### src/rtl/data_recv_pkg.sv
// Shared definitions for the incrementing-pattern frame checker.
//   state_t    : receive FSM encoding (IDLE, FRAME, RESYNC)
//   ERR_*      : error codes reported in last_err_code; the TX generator's
//                debug logic decodes the same values.
package data_recv_pkg;

  typedef enum logic [1:0] {
    ST_IDLE   = 2'd0,
    ST_FRAME  = 2'd1,
    ST_RESYNC = 2'd2
  } state_t;

  localparam logic [2:0] ERR_NONE  = 3'd0;
  localparam logic [2:0] ERR_DATA  = 3'd1;
  localparam logic [2:0] ERR_KEEP  = 3'd2;
  localparam logic [2:0] ERR_SHORT = 3'd3;
  localparam logic [2:0] ERR_LONG  = 3'd4;
  localparam logic [2:0] ERR_USER  = 3'd5;

endpackage

### src/rtl/data_recv_sat_counter.sv
// Saturating statistics counter.
//   clk, rst_n : clock, asynchronous active-low reset
//   clr        : synchronous zero, wins over inc
//   inc        : add one unless already all ones
//   count      : current value (never wraps)
module sat_counter #(
  parameter int CNT_W = 32
) (
  input  logic             clk,
  input  logic             rst_n,
  input  logic             clr,
  input  logic             inc,
  output logic [CNT_W-1:0] count
);

  localparam logic [CNT_W-1:0] ONE = {{(CNT_W-1){1'b0}}, 1'b1};

  always_ff @(posedge clk or negedge rst_n) begin
    if (!rst_n) begin
      count <= '0;
    end else if (clr) begin
      count <= '0;
    end else if (inc && (count != '1)) begin
      count <= count + ONE;
    end
  end

endmodule

### src/rtl/data_recv.sv
// Receive-side checker for the 512-bit incrementing-pattern test frames
// looped back through the CMAC. Beat k of a frame must carry data == k,
// full tkeep and tlast only on beat FRAME_BEATS.
//
// Handshake: AXI-Stream without tready; every cycle with axis_tvalid high is
// one accepted beat, and all checker state holds on cycles with tvalid low.
//
// Ports:
//   axis_aclk, axis_aresetn : clock, asynchronous active-low reset
//   clear_stats             : pulse, zeroes counters/err_flag/last_err_code
//   axis_t*                 : RX beat (tuser only meaningful with tlast)
//   frame_cnt/good_cnt/err_cnt : saturating frame statistics
//   err_flag                : sticky, set by any bad frame
//   last_err_code           : first error code of the most recent bad frame
//   rx_busy                 : frame in progress (FRAME or RESYNC)
//   fsm_state               : FSM state, exposed for debug
module data_recv
  import data_recv_pkg::*;
#(
  parameter int FRAME_BEATS = 11,
  parameter int CNT_W       = 32
) (
  input  logic             axis_aclk,
  input  logic             axis_aresetn,
  input  logic             clear_stats,
  input  logic             axis_tvalid,
  input  logic [511:0]     axis_tdata,
  input  logic [63:0]      axis_tkeep,
  input  logic             axis_tlast,
  input  logic             axis_tuser,
  output logic [CNT_W-1:0] frame_cnt,
  output logic [CNT_W-1:0] good_cnt,
  output logic [CNT_W-1:0] err_cnt,
  output logic             err_flag,
  output logic [2:0]       last_err_code,
  output logic             rx_busy,
  output state_t           fsm_state
);

  localparam logic [7:0] LAST_IDX = 8'(FRAME_BEATS);

  state_t     state;
  logic [7:0] k;          // beats accepted so far in the current frame
  logic [2:0] frame_err;  // first error seen in the current frame
  logic [7:0] exp_idx;
  logic       at_end;
  logic [2:0] beat_code;
  logic [2:0] first_code;
  logic       complete;
  logic [2:0] done_code;
  logic       done_bad;

  // k is 0 in IDLE, so the incoming beat is always beat k+1.
  assign exp_idx = k + 8'd1;
  assign at_end  = (exp_idx == LAST_IDX);

  // Same-beat priority: length errors, then data, then tkeep, then tuser.
  always_comb begin
    beat_code = ERR_NONE;
    if (axis_tlast && !at_end) begin
      beat_code = ERR_SHORT;
    end else if (!axis_tlast && at_end) begin
      beat_code = ERR_LONG;
    end else if (axis_tdata != 512'(exp_idx)) begin
      beat_code = ERR_DATA;
    end else if (axis_tkeep != '1) begin
      beat_code = ERR_KEEP;
    end else if (axis_tlast && axis_tuser) begin
      beat_code = ERR_USER;
    end
  end

  assign first_code = (frame_err != ERR_NONE) ? frame_err : beat_code;

  // In RESYNC beats are discarded unchecked; the recorded error stands.
  always_comb begin
    complete  = 1'b0;
    done_code = ERR_NONE;
    if (axis_tvalid && axis_tlast) begin
      complete  = 1'b1;
      done_code = (state == ST_RESYNC) ? frame_err : first_code;
    end
  end

  assign done_bad = (done_code != ERR_NONE);

  always_ff @(posedge axis_aclk or negedge axis_aresetn) begin
    if (!axis_aresetn) begin
      state     <= ST_IDLE;
      k         <= 8'd0;
      frame_err <= ERR_NONE;
    end else if (axis_tvalid) begin
      case (state)
        ST_IDLE, ST_FRAME: begin
          if (axis_tlast) begin
            state     <= ST_IDLE;
            k         <= 8'd0;
            frame_err <= ERR_NONE;
          end else begin
            state     <= at_end ? ST_RESYNC : ST_FRAME;
            k         <= exp_idx;
            frame_err <= first_code;
          end
        end
        ST_RESYNC: begin
          if (axis_tlast) begin
            state     <= ST_IDLE;
            k         <= 8'd0;
            frame_err <= ERR_NONE;
          end
        end
        default: begin
          state     <= ST_IDLE;
          k         <= 8'd0;
          frame_err <= ERR_NONE;
        end
      endcase
    end
  end

  always_ff @(posedge axis_aclk or negedge axis_aresetn) begin
    if (!axis_aresetn) begin
      err_flag      <= 1'b0;
      last_err_code <= ERR_NONE;
    end else if (clear_stats) begin
      err_flag      <= 1'b0;
      last_err_code <= ERR_NONE;
    end else if (complete && done_bad) begin
      err_flag      <= 1'b1;
      last_err_code <= done_code;
    end
  end

  assign rx_busy   = (state != ST_IDLE);
  assign fsm_state = state;

  sat_counter #(.CNT_W(CNT_W)) u_frame_cnt (
    .clk   (axis_aclk),
    .rst_n (axis_aresetn),
    .clr   (clear_stats),
    .inc   (complete),
    .count (frame_cnt)
  );

  sat_counter #(.CNT_W(CNT_W)) u_good_cnt (
    .clk   (axis_aclk),
    .rst_n (axis_aresetn),
    .clr   (clear_stats),
    .inc   (complete && !done_bad),
    .count (good_cnt)
  );

  sat_counter #(.CNT_W(CNT_W)) u_err_cnt (
    .clk   (axis_aclk),
    .rst_n (axis_aresetn),
    .clr   (clear_stats),
    .inc   (complete && done_bad),
    .count (err_cnt)
  );

endmodule

### config.mk
export PLATFORM = sky130hd
export DESIGN_NAME = data_recv
export DESIGN_NICKNAME = d
export VERILOG_FILES = /design/src/rtl/data_recv_pkg.sv /design/src/rtl/data_recv_sat_counter.sv /design/src/rtl/data_recv.sv
export SDC_FILE = /design/constraint.sdc
export NUM_CORES = 1
export LEC_CHECK = 0
export ABC_CLOCK_PERIOD_IN_PS = 3500
export CAP_MARGIN = 30
export CORE_AREA = 5 5 260 262
export CTS_CLUSTER_SIZE = 12
export DETAILED_ROUTE_END_ITERATION = 10
export DIE_AREA = 0 0 265 267
export GPL_TIMING_DRIVEN = 0
export HOLD_SLACK_MARGIN = 0.1
export PLACE_DENSITY = 0.37
export SYNTH_ARGS = -nofsm -noshare
export SYNTH_HDL_FRONTEND = slang
export SYNTH_SLANG_ARGS = --single-unit
### constraint.sdc
create_clock -name axis_aclk -period 3.5 [get_ports axis_aclk]
set_clock_uncertainty 0.1 [all_clocks]
set_input_delay 0.525 -clock axis_aclk [delete_from_list [all_inputs] [get_ports axis_aclk]]
set_output_delay 0.525 -clock axis_aclk [all_outputs]
set_load 0.02 [all_outputs]
# [After elaboration in Yosys (flattened, before gate mapping)]
# Cells that the tools add are included.
[classes] n_addsub=4 eq_ne=9 reduce_logical=22 mux=29
[op_table] op="$ne A512 B8 Y1" count=1
[op_table] op="$mux W32" count=6
[op_table] op="$add A32 B1 Y32 const B" count=3
[op_table] op="$ne A32 B32 Y1 const B" count=3
[op_table] op="$ne A64 B64 Y1 const B" count=1
[op_table] op="$mux W3" count=12
[op_table] op="$mux W8" count=2
[op_table] op="$pmux W8 S2" count=1
[op_table] op="$reduce_bool A2 Y1" count=5
[op_table] op="$logic_and A1 B1 Y1" count=9
[op_table] op="$add A8 B1 Y8 const B" count=1
[op_table] op="$eq A8 B4 Y1 const B" count=1
[op_table] op="$mux W2" count=3
[op_table] op="$pmux W3 S2" count=1
[op_table] op="$reduce_bool A3 Y1" count=2
[op_table] op="$pmux W2 S2" count=1
[op_table] op="$logic_not A1 Y1" count=3
[op_table] op="$mux W1" count=3
[op_table] op="$eq A2 B1 Y1 const B" count=1
[op_table] op="$eq A2 B2 Y1 const B" count=1
[op_table] op="$logic_not A2 Y1" count=1
[op_table] op="$ne A2 B2 Y1 const B" count=1
[op_table] op="$reduce_and A2 Y1" count=1
[op_table] op="$reduce_or A2 Y1" count=1
[totals] regBits=113 output_inout_bits=103 elab_cells=72 in_bits=582

# [Depth between registers and ports, before layout]
# Gate-level depths: netlist of run 1.
[depth] word_depth=15 mapped_depth=12 depth_no_buf=9

# [By module]
# A second synthesis of run 1 with hierarchy kept.
[hier_totals] cells_unflattened=986 area_unflattened_um2=8270.4
[by_module_without_submodules] mod="sat_counter" instances=3 cells_each=194 area_each_um2=1810.5 seq_area_each_um2=800.8
[by_module_without_submodules] mod="data_recv" instances=1 cells_each=404 area_each_um2=2839.0 seq_area_each_um2=425.4

# [Worst setup path after synthesis of run 1]
# OpenSTA, ideal clock, no wires.
[synth_path] path_type="input to register" startpoint="in axis_tdata[262]" endpoint="reg u_good_cnt.count[6]" path_slack_ns=0.522 required_time_ns=3.275 cell_stages=9 t_arrival_ns=2.754 path_buffers=1 setup_ns=0.125 path_cell_list="nor4_1 > nand4_1 > nor4_1 > nand4b_1 > nor4_4 > a31oi_2 > buf_2 > nor4_1 > mux2_2"
[synth_via] elab_chain_len=12
[synth_lines] element="start, declared" line="data_recv.sv:27" source="input logic [511:0] axis_tdata,"
[synth_lines] element="$ne A512 B8 Y1" line="data_recv.sv:64" source="end else if (axis_tdata != 512'(exp_idx)) begin"
[synth_lines] element="$mux W3" line="data_recv.sv:64"
[synth_lines] element="$mux W3" line="data_recv.sv:62" source="end else if (!axis_tlast && at_end) begin"
[synth_lines] element="$mux W3" line="data_recv.sv:60" source="if (axis_tlast && !at_end) begin"
[synth_lines] element="$mux W3" line="data_recv.sv:73" source="assign first_code = (frame_err != ERR_NONE) ? frame_err : beat_code;"
[synth_lines] element="$mux W3" line="data_recv.sv:81" source="done_code = (state == ST_RESYNC) ? frame_err : first_code;"
[synth_lines] element="$mux W3" line="data_recv.sv:79" source="if (axis_tvalid && axis_tlast) begin"
[synth_lines] element="$reduce_bool A3 Y1" line="data_recv.sv:85" source="assign done_bad = (done_code != ERR_NONE);"
[synth_lines] element="$logic_not A1 Y1" line="data_recv.sv:149" source=".inc (complete && !done_bad),"
[synth_lines] element="$logic_and A1 B1 Y1" line="data_recv.sv:149"
[synth_lines] element="$logic_and A1 B1 Y1" line="data_recv_sat_counter.sv:23" source="end else if (inc && (count != '1)) begin"
[synth_lines] element="$reduce_bool A2 Y1 (no source line)"
[synth_lines] element="end signal, assigned" line="data_recv_sat_counter.sv:24" source="count <= count + ONE;"
[synth_lines] element="end, declared" line="data_recv_sat_counter.sv:13" source="output logic [CNT_W-1:0] count"
# Every way passes these cells.
# A chain may end at the register's enable or synchronous reset.

# [Worst setup path in the final report of run 1]
[layout_path] startpoint="in axis_tdata[10]" endpoint="reg u_good_cnt.count[31]"
# The elaborated chain is that of the path after synthesis.

==> results of run 1 <==
[metal layers]
layer | track usage | up-vias | routed length (um)
met5 | 0 | - | 126
met2 | 0.300 | 351 | 32900
met3 | 0.0542 | 40 | 4610
met1 | 0.176 | 5286 | 22600
li1 | - | 5228 | -
met4 | 0.0333 | 18 | 621
[sequential cells by signal, indices dropped and copies added (netlist names)]
name and count:
frame_err 3, fsm_state 2, u_err_cnt.count 32, k 8
u_frame_cnt.count 32, u_good_cnt.count 32, last_err_code 3, err_flag 1
[worst register-to-register path: stages (launching register included)]
cell and delay (ps):
dfrtp_1 440, ha_1 310, nor4b_1 320, o21ai_0 340, nor4b_2 620, a31oi_4 190, buf_12 190, buf_12 150
buf_6 120, nor3_4 140, mux2_4 310
[power breakdown]
part	switching, mW	internal, mW
registers	0.0190	1.32
logic	0.358	0.667
clock network	0.711	1.00
[per-stage QoR]
step	hold WS, ps	setup WS [ps]	TNS [ps]
after global placement	388	-3570	-577880
final	430	55.3	0
after floorplan	129	522	0
after detailed placement	394	-2140	-138120
after global routing	461	-108	-1540
after CTS	431	-120	-2470
[cell usage in the layout, fill, tap and decap left out, types with 16 or more instances in the layout]
master,count
clkbuf_16,19
o31ai_4,16
and3_1,19
or4_1,21
xor2_1,24
clkbuf_1,24
nor3_1,20
dlygate4sd2_1,44
nor2_1,81
xnor2_1,16
nand4_1,88
nor4_2,19
dfrtp_1,113
nand3_1,51
nor2b_1,19
nor4_1,113
a21oi_1,37
inv_1,26
clkdlybuf4s50_1,624
o21ai_0,24
nand2_1,50
[cell type report]
type / instances / area share
Inverter: 26 / 0.00559
Multi-Input combinational cell: 765 / 0.315
Buffer: 47 / 0.0194
Clock buffer: 18 / 0.0251
Sequential cell: 113 / 0.162
Clock inverter: 14 / 0.00759
Tap cell: 864 / 0.0619
Antenna cell: 12 / 0.00172
Timing Repair Buffer: 700 / 0.401
[path summary, 6_finish.rpt]
check,from,to,slack (ps)
worst max-delay path,axis_tdata[10],u_good_cnt.count[31],60
worst min-delay path,last_err_code[0],last_err_code[0],430
worst max register to register,k[1],u_good_cnt.count[31],170
worst min register to register,last_err_code[0],last_err_code[0],430
max in group asynchronous,axis_aresetn,u_err_cnt.count[23],2030
min in group asynchronous,axis_aresetn,u_frame_cnt.count[21],560
[timing repair]
action	CTS	global route
setup buffers	6	4
hold endpoints to repair	61	0
pin swaps	80	31
endpoints found under the setup margin	71	75
resized for setup	198	76
hold buffers	1	0
cloned	5	0
[cells by family (layout without fill, tap and decap cells)]
| kind of cell | Yosys count | in the layout | synth area share |
|---|---|---|---|
| and+or+nand+nor | 554 | 554 | 0.400 |
| buffers and inverters | 74 | 805 | 0.0377 |
| adders and majority gates | 5 | 5 | 0.00795 |
| other | 0 | 12 | 0 |
| DFF | 113 | 113 | 0.359 |
| xor gates and xnor gates | 40 | 40 | 0.0445 |
| muxes | 18 | 18 | 0.0258 |
| AOI/OAI and AO/OA | 148 | 148 | 0.125 |
==> metrics.yaml, run 1 <==
yosys:
  synth_cell_types: 57
  ys_seq_area_frac: 0.359
  synth_top_cell_by_area: "dfrtp_1"
  yosys_warnings: 0
  synth_edf_count: 0
  syn_nets: 1539
  synth.most_common_cell: "nor4_1"
  postSynthAreaPerCell_um2: 8.26
  synth_top_area_frac: 0.359
  syn-instance-count: 952
  synth_common_cells: "143 x nor4_1, 113 x dfrtp_1, 88 x nand4_1, 83 x nor2_1, 54 x nand3_1"
  synthArstFlopShare: 1.00
  ys_ff_latch: 113
  syn_area_um2: 7870
  ys.flop_type: "dfrtp_1"
  synth_area_leaders: "dfrtp_1 36%, nor4_1 11%, nand4_1 7.0%"
clock_network:
  cts.path.max_buffers: 2
  cts_tree: "done"
  cts_buffers: 17
  htree_num_levels: 4
  root_buffer: "clkbuf_16"
  clkSlewWorstSetupHoldPaths_ps: 60
  cts.sinks: 113
  clk_latency_ps: 420
outcome:
  outcome: "complete, no violations"
sta:
  rsz0062_at_grt: "yes"
  min_period_over_period: 0.984
  maxClockFrequency_mhz: 290
  tightestPinTransition_ps: 837
  relSlewSlack: 0.438
  finalMaxSlewViolations: 0
  period_minus_slack_ps: 3440
  finalHoldViolCount: 0
  setup_violations: 0
worst_setup_path:
  cp-end-kind: "flip-flop"
  cp.depth: 13
  crit_path_start_kind: "input pin"
  critical_path.slowest_cell: "clkdlybuf4s50_1"
  worstSetupPathType: "in2reg"
  reg2reg_depth: 10
  path_cells: "clkdlybuf4s50_1, nor4_1, nand4_1, nor4_1, nand3_2, nor4_4, buf_6, a31oi_4, buf_12, buf_12, buf_6, nor3_4, mux2_4"
  cp.required_ps: 3700
  crit_path_max_fanout: 5
  crit_buf_inv: 5
  critPathTopFamily: "simple AND/OR/NAND/NOR gates"
  cp.arrival_ps: 3640
  slowest_delay_ps: 440
routing:
  wire_per_inst_um: 23.8
  drc: 0
  first_pass_iters: 5
  drtAntennaViolNets: 0
  via_count: 10923
  drt_iter0_drc: 474
  avgViaCountPerCell: 4.27
  routed_wl_mm: 60.9
global_route:
  grt_pass1_wl_mm: 83.6
  grt_usage: 0.160
  grt_pass1_vias: 11463
  grt.overflow.total: 0
  antenna_found_initial: 22
  grt_max_degree: 63
floorplan:
  core_area_um2: 65200
  rows: 94
  io_pins: 685
  die-area_um2: 70800
  die-height_um: 267
  initial_utilization: 0.121
  die_w_um: 265
pwr:
  power_density_nw_per_um2: 234
  p_leak_nw: 6.06
  total_power_mw: 4.08
  vdd_drop_max_uv: 332
cells_and_area:
  drive_gt1_frac: 0.118
  multi_input_area_um2: 5510
  syn2layout_area_growth_pct: 122
  fill_cells: 7038
  fin_nets: 2257
  utilization: 0.268
  final_cell_area_um2: 17500
  regArea_um2: 2830
  finalNonFillerCells: 2559
worst_hold_path:
  hold_depth: 2
  timing.hold.worst.class: "reg2reg"
placed_design:
  dp_cells: 2499
  gp_congestion: 0.941
  placed_cell_area_um2: 15800
  io_buffers: 682
  place_hpwl_mm: 51.5
job:
  cap_violations: 0
No activity file was read; power rests on OpenSTA's default activity.
==> inputs of run 2 (changes only) <==
- CAP_MARGIN: 30 -> default
- SETUP_SLACK_MARGIN: default -> 0.2
==> metrics.yaml, run 2 (synthesized netlist as in run 1, its figures left out) <==
sta:
  tightestPinTransition_ps: 1150  # +311 ps
  rsz0062_at_grt: "yes"
  finalHoldViolCount: 0  # unchanged
  min_period_over_period: 0.991  # +0.00716
  finalMaxSlewViolations: 0  # unchanged
  period_minus_slack_ps: 3470  # +25.0 ps
  maxClockFrequency_mhz: 288  # -0.72%
  setup_slack_ps: 30.2  # -25.0 ps
  fin_hold_ws_ps: 437  # +7.80 ps
  relSlewSlack: 0.225  # -0.213
  setup_violations: 0  # unchanged
global_route:
  grt.overflow.total: 0  # unchanged
  grt_max_degree: 63  # unchanged
  grt_pass1_vias: 11516  # +0.46%
  grt_usage: 0.161  # +0.000581
  grt_pass1_wl_mm: 83.9  # +0.37%
  antenna_found_initial: 22  # unchanged
floorplan:
  rows: 94  # unchanged
  die-area_um2: 70800  # unchanged
  io_pins: 685  # unchanged
  initial_utilization: 0.121  # unchanged
  die-height_um: 267  # unchanged
  core_area_um2: 65200  # unchanged
  die_w_um: 265  # unchanged
worst_hold_path:
  timing.hold.worst.class: "reg2reg"
  hold_start: "k[6]"
  min_to: "k[6]"
  hold_depth: 1  # -1
worst_setup_path:
  crit_path_max_fanout: 5  # unchanged
  crit-reg2reg-capture: "u_err_cnt.count[17]"
  reg2reg_depth: 15  # +5
  regToRegSetupSlack_ps: 190  # +20 ps
  cp.required_ps: 3700  # about the same
  cp-end-kind: "flip-flop"
  cp.arrival_ps: 3670  # +30 ps
  worstSetupPathType: "in2reg"
  reg2reg_from: "k[1]"
  crit_path_start_kind: "input pin"
pwr:
  p_leak_nw: 6.23  # +2.8%
  power_density_nw_per_um2: 230  # -1.5%
  vdd_drop_max_uv: 337  # +1.4%
cells_and_area:
  multi_input_area_um2: 5790  # +5.1%
  mostFrequentLayoutCell: "clkdlybuf4s50_1"
  regArea_um2: 2830  # unchanged
  utilization: 0.275  # +0.00714
  finalNonFillerCells: 2569  # +0.39%
  fin_nets: 2267  # +0.44%
  final_cell_area_um2: 17900  # +2.7%
  syn2layout_area_growth_pct: 128
  final_cell_mix: "624 x clkdlybuf4s50_1, 113 x dfrtp_1, 112 x nor4_1"
  reg_top3: "u_err_cnt.count: 32 flops, u_frame_cnt.count: 32 flops, u_good_cnt.count: 32 flops"
  drive_gt1_frac: 0.149  # +0.0318
  fill_cells: 6999  # -0.55%
routing:
  drtAntennaViolNets: 0  # unchanged
  drc: 0  # unchanged
  first_pass_iters: 5  # unchanged
  wire_per_inst_um: 23.9  # +0.59%
  avgViaCountPerCell: 4.32  # +1.2%
  via_count: 11093  # +1.6%
  routed_wl_mm: 61.5  # +0.99%
  drt_iter0_drc: 463  # -2.3%
outcome:
  outcome: "complete, no violations"
placed_design:
  io_buffers: 682  # unchanged
  place_ws_ps: -2140  # unchanged
  gp_congestion: 0.941  # unchanged
  placed_cell_area_um2: 15800  # unchanged
  dp_cells: 2499  # unchanged
  place_hpwl_mm: 51.5  # unchanged
clock_network:
  cts_tree: "done"
  cts.path.max_buffers: 2  # unchanged
  cts.sinks: 113  # unchanged
  clkSlewWorstSetupHoldPaths_ps: 60  # about the same
  htree_num_levels: 4  # unchanged
  clk_latency_ps: 420  # about the same
  cts_buffers: 17  # unchanged
  root_buffer: "clkbuf_16"
job:
  cap_violations: 0  # unchanged
==> run 2: where the power goes <==
group | switching (mW) | internal, mW | leakage [nW]
sequential | 0.0227 | 1.32 | 1.57
combinational | 0.371 | 0.689 | 4.39
clock | 0.719 | 1.00 | 0.273
total | 1.11 | 3.01 | 6.23
==> run 2: how the worst max path moves through the flow <==
stage,from,end,cells past startpoint
2_1_floorplan,axis_tdata[262],u_good_cnt.count[6],9
3_3_place_gp,axis_aresetn,k[4],1
3_5_place_dp,axis_tdata[429],u_good_cnt.count[1],11
4_1_cts,axis_tdata[420],u_good_cnt.count[21],12
5_1_grt,axis_tdata[436],u_good_cnt.count[2],12
6_report,axis_tdata[10],u_good_cnt.count[31],13
==> run 2: critical path, cell delays in order <==
cell and delay, ps:
clkdlybuf4s50_1 440, nor4_1 410, nand4_1 160, nor4_1 410, nand3_2 220, nor4_4 320
buf_6 160, a31oi_4 100, buf_12 210, buf_12 140, buf_6 110, nor3_4 140
mux2_4 310
==> run 2: layout make-up <==
type,instances,share of cell area
Timing Repair Buffer,709,0.399
Multi-Input combinational cell,765,0.323
Sequential cell,113,0.158
Tap cell,864,0.0603
Clock buffer,18,0.0245
Buffer,48,0.0214
Clock inverter,14,0.00740
Inverter,26,0.00544
Antenna cell,12,0.00167
==> run 2: routing by layer <==
metal,share of wire,wire (um),global-route usage
met5,0.0020,126,0
met2,0.54,33200,0.301
met3,0.074,4580,0.0542
met4,0.011,670,0.0333
met1,0.37,22900,0.176
==> run 2: what timing repair did <==
| action | CTS | global route |
|---|---|---|
| gates resized for setup | 222 | 133 |
| pin swaps | 82 | 59 |
| buffers inserted | 12 | 5 |
| endpoints found under the hold margin | 61 | 0 |
| cloned | 7 | 1 |
| hold buffers | 1 | 0 |
| setup endpoints to repair | 72 | 78 |
==> run 2: through the flow <==
step                      setup TNS, ps  total power, mW
final                                 0             4.13
after global routing              -3290             4.30
after CTS                         -3090             4.14
after detailed placement        -138120             2.33
after global placement          -577880             2.32
after floorplan                       0             1.51
